<file path="src/rtl/spy_path_prober_if.sv">
// Run request and result readout between the host side and the spy path prober.
// The host drives the request and result_ready; the prober drives the counts and result_valid.
interface spy_path_prober_if #(
  parameter int CNT_W = 16,
  parameter int DLY_W = 4
);
  logic             start;
  logic [CNT_W-1:0] trials;
  logic [DLY_W-1:0] sample_delay;
  logic             result_valid;
  logic             result_ready;
  logic [CNT_W-1:0] err_count;
  logic [CNT_W-1:0] trial_count;

  modport master (
    output start, trials, sample_delay, result_ready,
    input  result_valid, err_count, trial_count
  );

  modport slave (
    input  start, trials, sample_delay, result_ready,
    output result_valid, err_count, trial_count
  );
endinterface

</file>
<file path="src/rtl/spy_path_prober.sv">
// Launches transitions into a spy delay chain, samples its output D edges later and
// counts late arrivals over a programmed number of trials.
module spy_path_prober #(
  parameter int CNT_W         = 16,
  parameter int DLY_W         = 4,
  parameter int SETTLE_CYCLES = 8,
  parameter int INVERT        = 0
) (
  input  logic              clk,
  input  logic              rst_n,
  spy_path_prober_if.slave  ctrl,
  output logic              busy,
  output logic              chain_in,
  input  logic              chain_out
);

  localparam int              SET_W   = $clog2(SETTLE_CYCLES + 1);
  localparam logic [CNT_W-1:0] CNT_MAX = '1;
  localparam logic            INV_BIT = (INVERT != 0);

  typedef enum logic [2:0] {
    IDLE, LAUNCH, WAIT, CHECK, SETTLE, REPORT
  } stateT;

  stateT            stateReg;
  logic [CNT_W-1:0] trialsReg;
  logic [CNT_W-1:0] errCountReg;
  logic [CNT_W-1:0] trialCountReg;
  logic [DLY_W-1:0] delayReg;
  logic [DLY_W-1:0] waitCntReg;
  logic [SET_W-1:0] settleCntReg;
  logic             chainInReg;
  logic             sampleReg;
  logic             syncReg;
  logic             pendingReg;
  logic             busyReg;
  logic             resultValidReg;

  logic [CNT_W-1:0] trialInc;
  logic [CNT_W-1:0] errInc;
  logic [CNT_W-1:0] trialsDone;
  logic             mismatch;

  assign trialInc   = (trialCountReg == CNT_MAX) ? trialCountReg : trialCountReg + 1'b1;
  assign errInc     = (errCountReg == CNT_MAX) ? errCountReg : errCountReg + 1'b1;
  // chainInReg still holds the launched level, so expected = chainInReg ^ INVERT
  assign mismatch   = syncReg ^ chainInReg ^ INV_BIT;
  assign trialsDone = pendingReg ? trialInc : trialCountReg;

  always_ff @(posedge clk or negedge rst_n) begin
    if (!rst_n) begin
      stateReg       <= IDLE;
      trialsReg      <= '0;
      errCountReg    <= '0;
      trialCountReg  <= '0;
      delayReg       <= '0;
      waitCntReg     <= '0;
      settleCntReg   <= '0;
      chainInReg     <= 1'b0;
      sampleReg      <= 1'b0;
      syncReg        <= 1'b0;
      pendingReg     <= 1'b0;
      busyReg        <= 1'b0;
      resultValidReg <= 1'b0;
    end else begin
      case (stateReg)
        IDLE: begin
          if (ctrl.start) begin
            trialsReg     <= ctrl.trials;
            delayReg      <= (ctrl.sample_delay == '0) ? DLY_W'(1) : ctrl.sample_delay;
            errCountReg   <= '0;
            trialCountReg <= '0;
            busyReg       <= 1'b1;
            if (ctrl.trials == '0) begin
              stateReg       <= REPORT;
              resultValidReg <= 1'b1;
            end else begin
              stateReg <= LAUNCH;
            end
          end
        end
        LAUNCH: begin
          chainInReg <= ~chainInReg;
          waitCntReg <= delayReg;
          stateReg   <= WAIT;
        end
        WAIT: begin
          // The only capture of the raw chain output; it fires on edge E0+D.
          if (waitCntReg <= DLY_W'(1)) begin
            sampleReg <= chain_out;
            stateReg  <= CHECK;
          end else begin
            waitCntReg <= waitCntReg - 1'b1;
          end
        end
        CHECK: begin
          syncReg      <= sampleReg;
          pendingReg   <= 1'b1;
          settleCntReg <= SET_W'(SETTLE_CYCLES);
          stateReg     <= SETTLE;
        end
        SETTLE: begin
          // Counts are folded in on the first settle edge, once the resync flop is stable.
          if (pendingReg) begin
            pendingReg    <= 1'b0;
            trialCountReg <= trialInc;
            if (mismatch) errCountReg <= errInc;
          end
          if (settleCntReg <= SET_W'(1)) begin
            if (trialsDone == trialsReg) begin
              stateReg       <= REPORT;
              resultValidReg <= 1'b1;
            end else begin
              stateReg <= LAUNCH;
            end
          end else begin
            settleCntReg <= settleCntReg - 1'b1;
          end
        end
        REPORT: begin
          if (ctrl.result_ready) begin
            stateReg       <= IDLE;
            resultValidReg <= 1'b0;
            busyReg        <= 1'b0;
          end
        end
        default: stateReg <= IDLE;
      endcase
    end
  end

  assign busy              = busyReg;
  assign chain_in          = chainInReg;
  assign ctrl.result_valid = resultValidReg;
  assign ctrl.err_count    = errCountReg;
  assign ctrl.trial_count  = trialCountReg;

endmodule

</file>
<file path="src/flat_wrapper.sv">
// flat-port wrapper written by rule: the top's interface ports become plain ports
module spy_path_prober_flat 
#(
  parameter int CNT_W         = 16,
  parameter int DLY_W         = 4,
  parameter int SETTLE_CYCLES = 8,
  parameter int INVERT        = 0
)
  (clk, rst_n, busy, chain_in, chain_out, ctrl_start, ctrl_trials, ctrl_sample_delay, ctrl_result_ready, ctrl_result_valid, ctrl_err_count, ctrl_trial_count);
  spy_path_prober_if #(.CNT_W(CNT_W), .DLY_W(DLY_W)) ctrl_i ();
  input  logic clk;
  input  logic rst_n;
  output logic busy;
  output logic chain_in;
  input  logic chain_out;
  input wire logic [$bits(ctrl_i.start)-1:0] ctrl_start;
  input wire logic [$bits(ctrl_i.trials)-1:0] ctrl_trials;
  input wire logic [$bits(ctrl_i.sample_delay)-1:0] ctrl_sample_delay;
  input wire logic [$bits(ctrl_i.result_ready)-1:0] ctrl_result_ready;
  output wire logic [$bits(ctrl_i.result_valid)-1:0] ctrl_result_valid;
  output wire logic [$bits(ctrl_i.err_count)-1:0] ctrl_err_count;
  output wire logic [$bits(ctrl_i.trial_count)-1:0] ctrl_trial_count;
  assign ctrl_i.start = ctrl_start;
  assign ctrl_i.trials = ctrl_trials;
  assign ctrl_i.sample_delay = ctrl_sample_delay;
  assign ctrl_i.result_ready = ctrl_result_ready;
  assign ctrl_result_valid = ctrl_i.result_valid;
  assign ctrl_err_count = ctrl_i.err_count;
  assign ctrl_trial_count = ctrl_i.trial_count;
  spy_path_prober #(.CNT_W(CNT_W), .DLY_W(DLY_W), .SETTLE_CYCLES(SETTLE_CYCLES), .INVERT(INVERT)) u_core (.clk(clk), .rst_n(rst_n), .ctrl(ctrl_i), .busy(busy), .chain_in(chain_in), .chain_out(chain_out));
endmodule
</file>
<file path="config.mk">
export PLATFORM = sky130hd
export DESIGN_NAME = spy_path_prober_flat
export DESIGN_NICKNAME = d
export VERILOG_FILES = /design/src/rtl/spy_path_prober_if.sv /design/src/rtl/spy_path_prober.sv /design/src/flat_wrapper.sv
export SDC_FILE = /design/constraint.sdc
export NUM_CORES = 1
export LEC_CHECK = 0
export ABC_CLOCK_PERIOD_IN_PS = 4740
export CAP_MARGIN = 20
export CORE_MARGIN = 2
export CORE_UTILIZATION = 40
export CTS_CLUSTER_SIZE = 10
export DETAILED_ROUTE_END_ITERATION = 6
export PLACE_DENSITY_LB_ADDON = 0.12
export SYNTH_ARGS = -nofsm -noshare
export SYNTH_HDL_FRONTEND = slang
export SYNTH_SLANG_ARGS = --single-unit
</file>
<file path="constraint.sdc">
create_clock -name clk -period 4.74 [get_ports clk]
set_input_delay 1.185 -clock clk [delete_from_list [all_inputs] [get_ports clk]]
set_output_delay 1.185 -clock clk [all_outputs]
set_load 0.05 [all_outputs]
</file>
After elaboration in Yosys (flattened, before gate mapping)
Index checks and enable logic that the tools add are counted.
{"block": "totals", "register_bits": 69, "in_bits": 25, "output_inout_bits": 35, "word_cells": 86}
{"block": "op_classes", "add_sub_neg": 4, "magnitude_cmp": 2, "eq_ne": 19, "muxes": 29, "n_bitwise": 2, "n_reduce_logical": 17}
{"cell": "$mux 16", "count": 6}
{"cell": "$pmux 16 s2", "count": 2}
{"cell": "$add 16x1->16 const B", "count": 2}
{"cell": "$eq 16x16->1 const B", "count": 2}
{"cell": "$mux 3", "count": 6}
{"cell": "$pmux 3 s6", "count": 1}
{"cell": "$eq 16x16->1", "count": 1}
{"cell": "$logic_not 16->1", "count": 1}
{"cell": "$pmux 4 s2", "count": 2}
{"cell": "$mux 4", "count": 3}
{"cell": "$ne 2x1->1 const B", "count": 6}
{"cell": "$ne 2x2->1 const B", "count": 5}
{"cell": "$reduce_and 2->1", "count": 5}
{"cell": "$le 4x1->1 const B", "count": 2}
{"cell": "$reduce_bool 2->1", "count": 4}
{"cell": "$sub 4x1->4 const B", "count": 2}
{"cell": "$eq 3x2->1 const B", "count": 2}
{"cell": "$eq 3x3->1 const B", "count": 2}
{"cell": "$mux 1", "count": 6}
{"cell": "$reduce_and 6->1", "count": 1}
{"cell": "$reduce_and 5->1", "count": 1}
{"cell": "$logic_not 4->1", "count": 1}
{"cell": "$pmux 1 s2", "count": 2}
{"cell": "$reduce_and 4->1", "count": 1}
{"cell": "other kinds (7)", "count": 7}

Depth between registers and ports, before layout
Gate-level depths: netlist of the first run.
{"block": "depth", "ltp_word": 7, "mapped_depth": 10, "depth_no_buf": 9}

Least setup slack after synthesis of the first run
OpenSTA, ideal clock, no wires.
{"block": "synth_timing", "path_kind": "register to register", "startpoint": "register u_core.trialCountReg[0] (netlist: u_core.ctrl.trial_count[0])", "endpoint": "register u_core.resultValidReg (netlist: u_core.ctrl.result_valid)", "arrival_time_ps": 2988, "required_time_ps": 4662, "path_slack_ps": 1674, "stages_incl_launch_ff": 10, "path_buffers": 0, "period_less_slack_ps": 3066, "cell_sequence": "dfrtp_1 > ha_1 > nand3_2 > or4_4 > nand2_4 > nor2_2 > or4_1 > nor4_1 > nand4b_1 > a21oi_1"}
{"block": "synth_via", "elab_chain_cells": 6, "elab_cells_between_ends": 7, "cone_classes": "1 x add/sub; 3 x eq/ne; 2 x mux; 1 x reduce/logical"}
{"element": "start: declaration", "line": "spy_path_prober.sv:28", "rtl": "logic [CNT_W-1:0] trialCountReg;"}
{"element": "start signal: assignment", "line": "spy_path_prober.sv:106", "rtl": "trialCountReg <= trialInc;"}
{"element": "$add 16x1->16 / $eq 16x16->1 (equally long branches)", "line": "spy_path_prober.sv:44", "rtl": "assign trialInc = (trialCountReg == CNT_MAX) ? trialCountReg : trialCountReg + 1'b1;"}
{"element": "$mux 16", "line": "spy_path_prober.sv:44"}
{"element": "$mux 16 *"}
{"element": "$eq 16x16->1 *", "line": "spy_path_prober.sv:110", "rtl": "if (trialsDone == trialsReg) begin"}
{"element": "$ne 2x1->1 (no source line) *"}
{"element": "$reduce_and 6->1 (no source line) *"}
{"element": "end signal: assignment", "line": "spy_path_prober.sv:76", "rtl": "resultValidReg <= 1'b1;"}
{"element": "end signal: assignment", "line": "spy_path_prober.sv:112", "rtl": "resultValidReg <= 1'b1;"}
{"element": "end signal: assignment", "line": "spy_path_prober.sv:123", "rtl": "resultValidReg <= 1'b0;"}
{"element": "end: declaration", "line": "spy_path_prober.sv:37", "rtl": "logic resultValidReg;"}
Mark *: on every way between the ends. The rest lies on a longest branch, timed or not.
A chain may end at the register's enable or synchronous reset.

Worst setup path in the final report of the first run
Same ends and word-level chain as after synthesis.

==> impl_metrics.env, run 1 <==
export IMPL_dpl_cell_area_um2=4770
export IMPL_drc=0
export IMPL_yosys_top_cells_area="dfrtp_1 42%, mux2_2 5.8%, nor2_1 4.8%, nand2_1 4.7%, o21ai_0 4.7%"
export IMPL_area_growth_pct=23.1
export IMPL_dp_cells=630
export IMPL_worst_setup_path_start_kind="register"
export IMPL_setup_viol=0
export IMPL_root_buffer="clkbuf_8"
export IMPL_cap_violations=0
export IMPL_die_w_um=105
export IMPL_start_util_pct=41.5
export IMPL_fp_coreArea_um2=9820
export IMPL_power_switching_w=0.000327
export IMPL_grt_max_degree=53
export IMPL_rsz0062_at_grt="no"
export IMPL_outcome="completed"
export IMPL_slew_headroom_pct=39.8
export IMPL_seq_power_share_pct=46.0
export IMPL_grt_pass1_wl_um=17400
export IMPL_cp_end_kind="register"
export IMPL_drive_above_1_share_pct=11.1
export IMPL_numCtsBuffers=9
export IMPL_ys_top_cells_by_count="69 x dfrtp_1, 52 x nor2_1, 51 x nand2_1, 38 x o21ai_0"
export IMPL_portBuffers=59
export IMPL_netlist_instances=455
export IMPL_cts_setup_buffers=0
export IMPL_setup_tns_ns=0
export IMPL_fp_dieH_um=105
export IMPL_grtUsageMet2_pct=29.8
export IMPL_synthDistinctLibCells=55
export IMPL_met1_usage_pct=27.5
export IMPL_power_density_nw_per_um2=268
export IMPL_avgSynthCellArea_um2=8.96
export IMPL_grt_pass1_vias=3408
export IMPL_first_pass_iters=5
export IMPL_cts_tree="yes"
export IMPL_nNetsFinal=539
export IMPL_crit_fanout=8
export IMPL_ys_seq_area_share_pct=42.3
export IMPL_yosysMostFrequentCell="dfrtp_1"
export IMPL_crit_path_start="u_core.ctrl.trial_count[0]"
export IMPL_slew_violations=0
export IMPL_critical_path_class="reg -> reg"
export IMPL_wl_um=10300
export IMPL_clk_latency_ns=0.35
export IMPL_layout_min_cycle_time_ns=3.15
export IMPL_fin_util_pct=51.1
export IMPL_hold_start="u_core.sampleReg"
export IMPL_clock_path_buffers=2
export IMPL_cts_repair_resized=0
export IMPL_grt_ovfl_total=0
export IMPL_period_share_pct=66.4
export IMPL_clkTransAtPathRegs_ns=0.07
export IMPL_cp_arrival_ns=3.42
export IMPL_viasPerCell=5.59
export IMPL_wl_per_cell_um=16.0
export IMPL_yosys_area_top_type="dfrtp_1"
export IMPL_internal_power_w=0.00102
export IMPL_place_congestion=0.865
export IMPL_clock_skew_ns=0.00607
export IMPL_postRouteAntennaNets=0
export IMPL_htreeDepth=3
export IMPL_grt_util_all_layers_pct=19.6
export IMPL_yosys_most_used_dff="dfrtp_1"
export IMPL_synth_nets=486
export IMPL_diodes=0
export IMPL_yosysWarnings=0
export IMPL_grt_busiest_layer="met2"
export IMPL_p_clk_share_pct=44.6
export IMPL_post_dp_hpwl_um=7540
export IMPL_power_share_switching_pct=24.4
export IMPL_synthArstFlopShare_pct=100
export IMPL_hp_class="reg -> reg"
export IMPL_met3_usage_pct=3.87
export IMPL_p_comb_share_pct=9.3
export IMPL_stdcell_count=646
export IMPL_clock_sinks=69
export IMPL_fp_row_count=36
export IMPL_syn_area_um2=4080
export IMPL_ys_seq_elements=69
export IMPL_grt_antenna_before_repair=0
export IMPL_r2r_start="u_core.ctrl.trial_count[0]"
export IMPL_final_area_um2=5020
export IMPL_io_pins=60
export IMPL_synth_top_area_share_pct=42.3
export IMPL_fmax_mhz=318
export IMPL_fp_dieArea_um2=11000
export IMPL_num_vias=3611
export IMPL_drt_initial_drc_count=177
export IMPL_crit_required_ns=5.02
export IMPL_synth_edf_count=0
export IMPL_power_leakage_nw=2.10
export IMPL_tightest_slew_ns=0.900
export IMPL_ir_worst_vdd_uv=201
export IMPL_cts_hold_buf=0
export IMPL_hold_viol_final=0
-- per-stage QoR --
step	hold WS [ns]	power [W]	setup slack, ns
after floorplan	0.440	0.000690	1.67
after global placement	0.480	0.000756	1.46
after detailed placement	0.493	0.000756	1.46
after CTS	0.510	0.00136	1.56
after global routing	0.535	0.00140	1.28
final	0.500	0.00134	1.59
-- cell families after synthesis --
logic type               after synthesis  share of synthesized area [%]
AO/OA/AOI/OAI                         96                           14.2
XOR/XNOR                              32                           6.87
adder cells (fa/ha/maj)                6                           1.84
buffers and inverters                 32                           3.25
flip-flops                            69                           42.3
multiplexers                          24                           6.53
AND/OR/NAND/NOR                      196                           25.0
-- power by group through the flow --
stage               clock network [W]   logic, W  registers (W)
floorplan                           0  0.0000202       0.000670
global placement                    0   0.000126       0.000630
detailed placement                  0   0.000127       0.000629
CTS                          0.000614   0.000128       0.000619
global route                 0.000641   0.000137       0.000621
finish                       0.000600   0.000125       0.000619
-- area by class of cell --
type	count	area [um^2]
Fill cell	970	4800
Clock inverter	5	106
Sequential cell	69	1730
Clock buffer	11	141
Tap cell	133	166
Multi-Input combinational cell	354	2220
Inverter	11	41.3
Timing Repair Buffer	63	616
-- placed cells by master (no fill, tap or decap), types with 4 or more instances in the layout --
master	n
a21oi_1	18
a31oi_1	6
and3_1	7
and4_1	5
buf_4	4
clkbuf_8	10
clkdlybuf4s50_1	58
dfrtp_1	69
ha_1	6
inv_1	11
mux2_2	21
nand2_1	51
nand3_1	21
nand4_1	8
nor2_1	51
nor3_1	8
nor4_1	13
o21ai_0	38
o22ai_1	4
o31ai_1	11
or3_1	5
xnor2_1	18
xor2_1	14
-- worst paths after layout --
kind                       slack (ns)  depth (start not counted)                     endpoint
setup / recovery                 1.59                          8     u_core.ctrl.result_valid
setup reg to reg                 1.59                          8     u_core.ctrl.result_valid
max in group asynchronous        2.97                          2  u_core.ctrl.trial_count[12]
hold reg to reg                  0.50                          2               u_core.syncReg
min in group asynchronous        0.76                          1   u_core.ctrl.trial_count[6]
hold / removal                   0.50                          2               u_core.syncReg
-- critical path, cell delays in order (launching register included) --
cell      delay, ns
dfrtp_1        0.49
ha_1           0.36
nand3_2        0.20
nor4_1         0.64
o22ai_1        0.19
or4_1          0.52
nor4_1         0.31
nand4b_1       0.20
a21oi_1        0.16
-- sequential cells by signal (all words and copies together), names as in the netlist --
name	cells
u_core.waitCntReg	4
u_core.pendingReg	1
u_core.delayReg	4
u_core.ctrl.result_valid	1
u_core.ctrl.err_count	16
u_core.trialsReg	16
u_core.stateReg	3
u_core.busy	1
u_core.settleCntReg	4
u_core.chain_in	1
u_core.syncReg	1
u_core.sampleReg	1
u_core.ctrl.trial_count	16
-- routing by layer --
metal / share of wire (%) / vias to the layer above
met5: 0 / -
met4: 1.9 / 0
met3: 4.4 / 20
met2: 46 / 85
met1: 47 / 1753
li1: - / 1753
No activity file was read; power rests on OpenSTA's default activity.
==> run 2, diff against run 1 <==
--- a/config.mk
+++ b/config.mk
@@ -5,7 +5,7 @@
 export SDC_FILE = /design/constraint.sdc
 export NUM_CORES = 1
 export LEC_CHECK = 0
-export ABC_CLOCK_PERIOD_IN_PS = 4740
+export ABC_CLOCK_PERIOD_IN_PS = 2760
 export CAP_MARGIN = 20
 export CORE_MARGIN = 2
 export CORE_UTILIZATION = 40
==> constraint.sdc (replaced) <==
create_clock -name clk -period 2.76 [get_ports clk]
set_input_delay 0.69 -clock clk [delete_from_list [all_inputs] [get_ports clk]]
set_output_delay 0.69 -clock clk [all_outputs]
set_load 0.05 [all_outputs]
==> run 2 against run 1 <==
Against the previous run: cell count up 3.7%; power up 61%; largest cell class unchanged; clock-buffer cell count unchanged; sequential share of layout area down 0.95 points; clock skew up 0.0063 ns; sequential cell count unchanged; clock power up 47%; die area unchanged; critical path depth unchanged; register-to-register slack worse by 1.4 ns; routed wire length up 6.2%; first-iteration DRC count up 9.0%.
==> impl_metrics.env, run 2 (synthesis gave the netlist of run 1 again) <==
export IMPL_cts_tree="yes"
export IMPL_cap_violations=0
export IMPL_numCtsBuffers=9
export IMPL_cp_arrival_ns=2.90
export IMPL_grt_antenna_before_repair=0
export IMPL_drc=0
export IMPL_area_growth_pct=27.9
export IMPL_mostFrequentLayoutCell="clkdlybuf4s50_1"
export IMPL_clock_skew_ns=0.0124
export IMPL_setup_viol=0
export IMPL_num_vias=3747
export IMPL_setup_tns_ns=0
export IMPL_critical_path_class="reg -> reg"
export IMPL_grt_max_degree=37
export IMPL_hp_class="in -> async"
export IMPL_start_util_pct=41.5
export IMPL_first_pass_iters=5
export IMPL_clkTransAtPathRegs_ns=0.08
export IMPL_rsz0062_at_grt="no"
export IMPL_worst_r2r_endpoint="u_core.ctrl.result_valid"
export IMPL_num_fill_cells=923
export IMPL_fmax_mhz=383
export IMPL_hold_viol_final=0
export IMPL_postRouteAntennaNets=0
export IMPL_grt_pass1_wl_um=18400
export IMPL_cp_endpoint="u_core.ctrl.result_valid"
export IMPL_p_clk_share_pct=40.8
export IMPL_final_seq_area_um2=1750
export IMPL_power_share_switching_pct=26.7
export IMPL_grtUsageMet2_pct=34.6
export IMPL_slew_headroom_pct=43.2
export IMPL_p_comb_share_pct=10.2
export IMPL_grt_busiest_layer="met2"
export IMPL_nNetsFinal=563
export IMPL_met1_usage_pct=25.9
export IMPL_power_leakage_nw=2.20
export IMPL_io_pins=60
export IMPL_layout_common_cells="58 x clkdlybuf4s50_1, 54 x dfrtp_1, 51 x nor2_1, 51 x nand2_1, 38 x o21ai_0"
export IMPL_diodes=0
export IMPL_grt_pass1_vias=3773
export IMPL_portBuffers=59
export IMPL_fin_util_pct=53.1
export IMPL_wl_per_cell_um=16.4
export IMPL_seq_power_share_pct=49.0
export IMPL_place_congestion=0.939
export IMPL_reg2reg_depth=8
export IMPL_met3_usage_pct=4.80
export IMPL_internal_power_w=0.00159
export IMPL_multi_input_area_um2=2250
export IMPL_viasPerCell=5.59
export IMPL_wl_um=11000
export IMPL_fp_row_count=36
export IMPL_clock_path_buffers=2
export IMPL_r2r_start="u_core.ctrl.trial_count[10]"
export IMPL_cp_end_kind="register"
export IMPL_worst_setup_path_start_kind="register"
export IMPL_rrSetupSlack_ns=0.15
export IMPL_post_dp_hpwl_um=8050
export IMPL_fp_coreArea_um2=9820
export IMPL_power_density_nw_per_um2=415
export IMPL_grt_ovfl_total=0
export IMPL_htreeDepth=3
export IMPL_fin_ws_ns=0.149
export IMPL_layout_min_cycle_time_ns=2.61
export IMPL_power_switching_w=0.000580
export IMPL_power_w=0.00217
export IMPL_cts_hold_buf=0
export IMPL_whs_ns=0.433
export IMPL_dp_slack_ns=0.0972
export IMPL_die_w_um=105
export IMPL_period_share_pct=94.6
export IMPL_fp_dieArea_um2=11000
export IMPL_drt_initial_drc_count=193
export IMPL_clk_latency_ns=0.36
export IMPL_crit_fanout=9
export IMPL_ir_worst_vdd_uv=333
export IMPL_crit_required_ns=3.05
export IMPL_drive_above_1_share_pct=18.6
export IMPL_root_buffer="clkbuf_8"
export IMPL_crit_path_start="u_core.ctrl.trial_count[10]"
export IMPL_clock_sinks=69
export IMPL_slew_violations=0
export IMPL_tightest_slew_ns=0.849
export IMPL_grt_util_all_layers_pct=20.8
export IMPL_fp_dieH_um=105
export IMPL_outcome="completed"
-- run 2: cell count changes in the layout (fill, tap and decap cells not counted), sizes merged --
cell,change
bufinv,-2
inv,-1
clkinv,+2
buf,+24
clkinvlp,+1
-- run 2: what timing repair did --
action / 4_1_cts / 5_1_grt
gates resized for setup: 0 / 4
endpoints found under the setup margin: 0 / 2
buffers inserted: 0 / 3
-- run 2: metrics by stage --
stage | instance area [um^2] | std cells
after floorplan | 4110 | 455
after global placement | 4970 | 651
after detailed placement | 4970 | 651
after CTS | 5180 | 667
after global routing | 5220 | 670
final | 5220 | 670
-- run 2: worst min-delay path by stage --
stage,to,slack (ns),depth (start not counted)
CTS,u_core.trialsReg[0],0.47,1
floorplan,u_core.busy,0.39,0
global placement,u_core.syncReg,0.48,2
finish,u_core.trialsReg[1],0.43,1
global route,u_core.trialsReg[1],0.51,1
detailed placement,u_core.syncReg,0.48,2
-- run 2: worst max-delay path, stage by stage, from the launching register on --
cell      delay [ns]
dfrtp_2         0.47
nand4_4         0.17
or4_4           0.61
nand2_4         0.11
nor2_2          0.04
or4_1           0.53
nor4_2          0.26
nand4b_1        0.17
a21oi_1         0.17
-- run 2: layer usage --
layer  vias up  share of wire [%]
met2       116                 48
met1      1810                 43
met4         0                3.1
met5         -                  0
li1       1793                  -
met3        28                5.2
-- run 2: area by class of cell --
type                            instances  area share (%)
Clock inverter                          5            1.13
Sequential cell                        69            33.4
Multi-Input combinational cell        354            43.1
Timing Repair Buffer                   87            15.5
Clock buffer                           11            2.90
Tap cell                              133            3.19
Inverter                               11           0.791
-- run 2: power groups by stage --
stage	registers, W	logic [W]	clock network (W)
floorplan	0.00115	0.0000347	0
global placement	0.00108	0.000222	0
detailed placement	0.00108	0.000224	0
CTS	0.00106	0.000225	0.000912
global route	0.00107	0.000239	0.000951
finish	0.00106	0.000221	0.000884
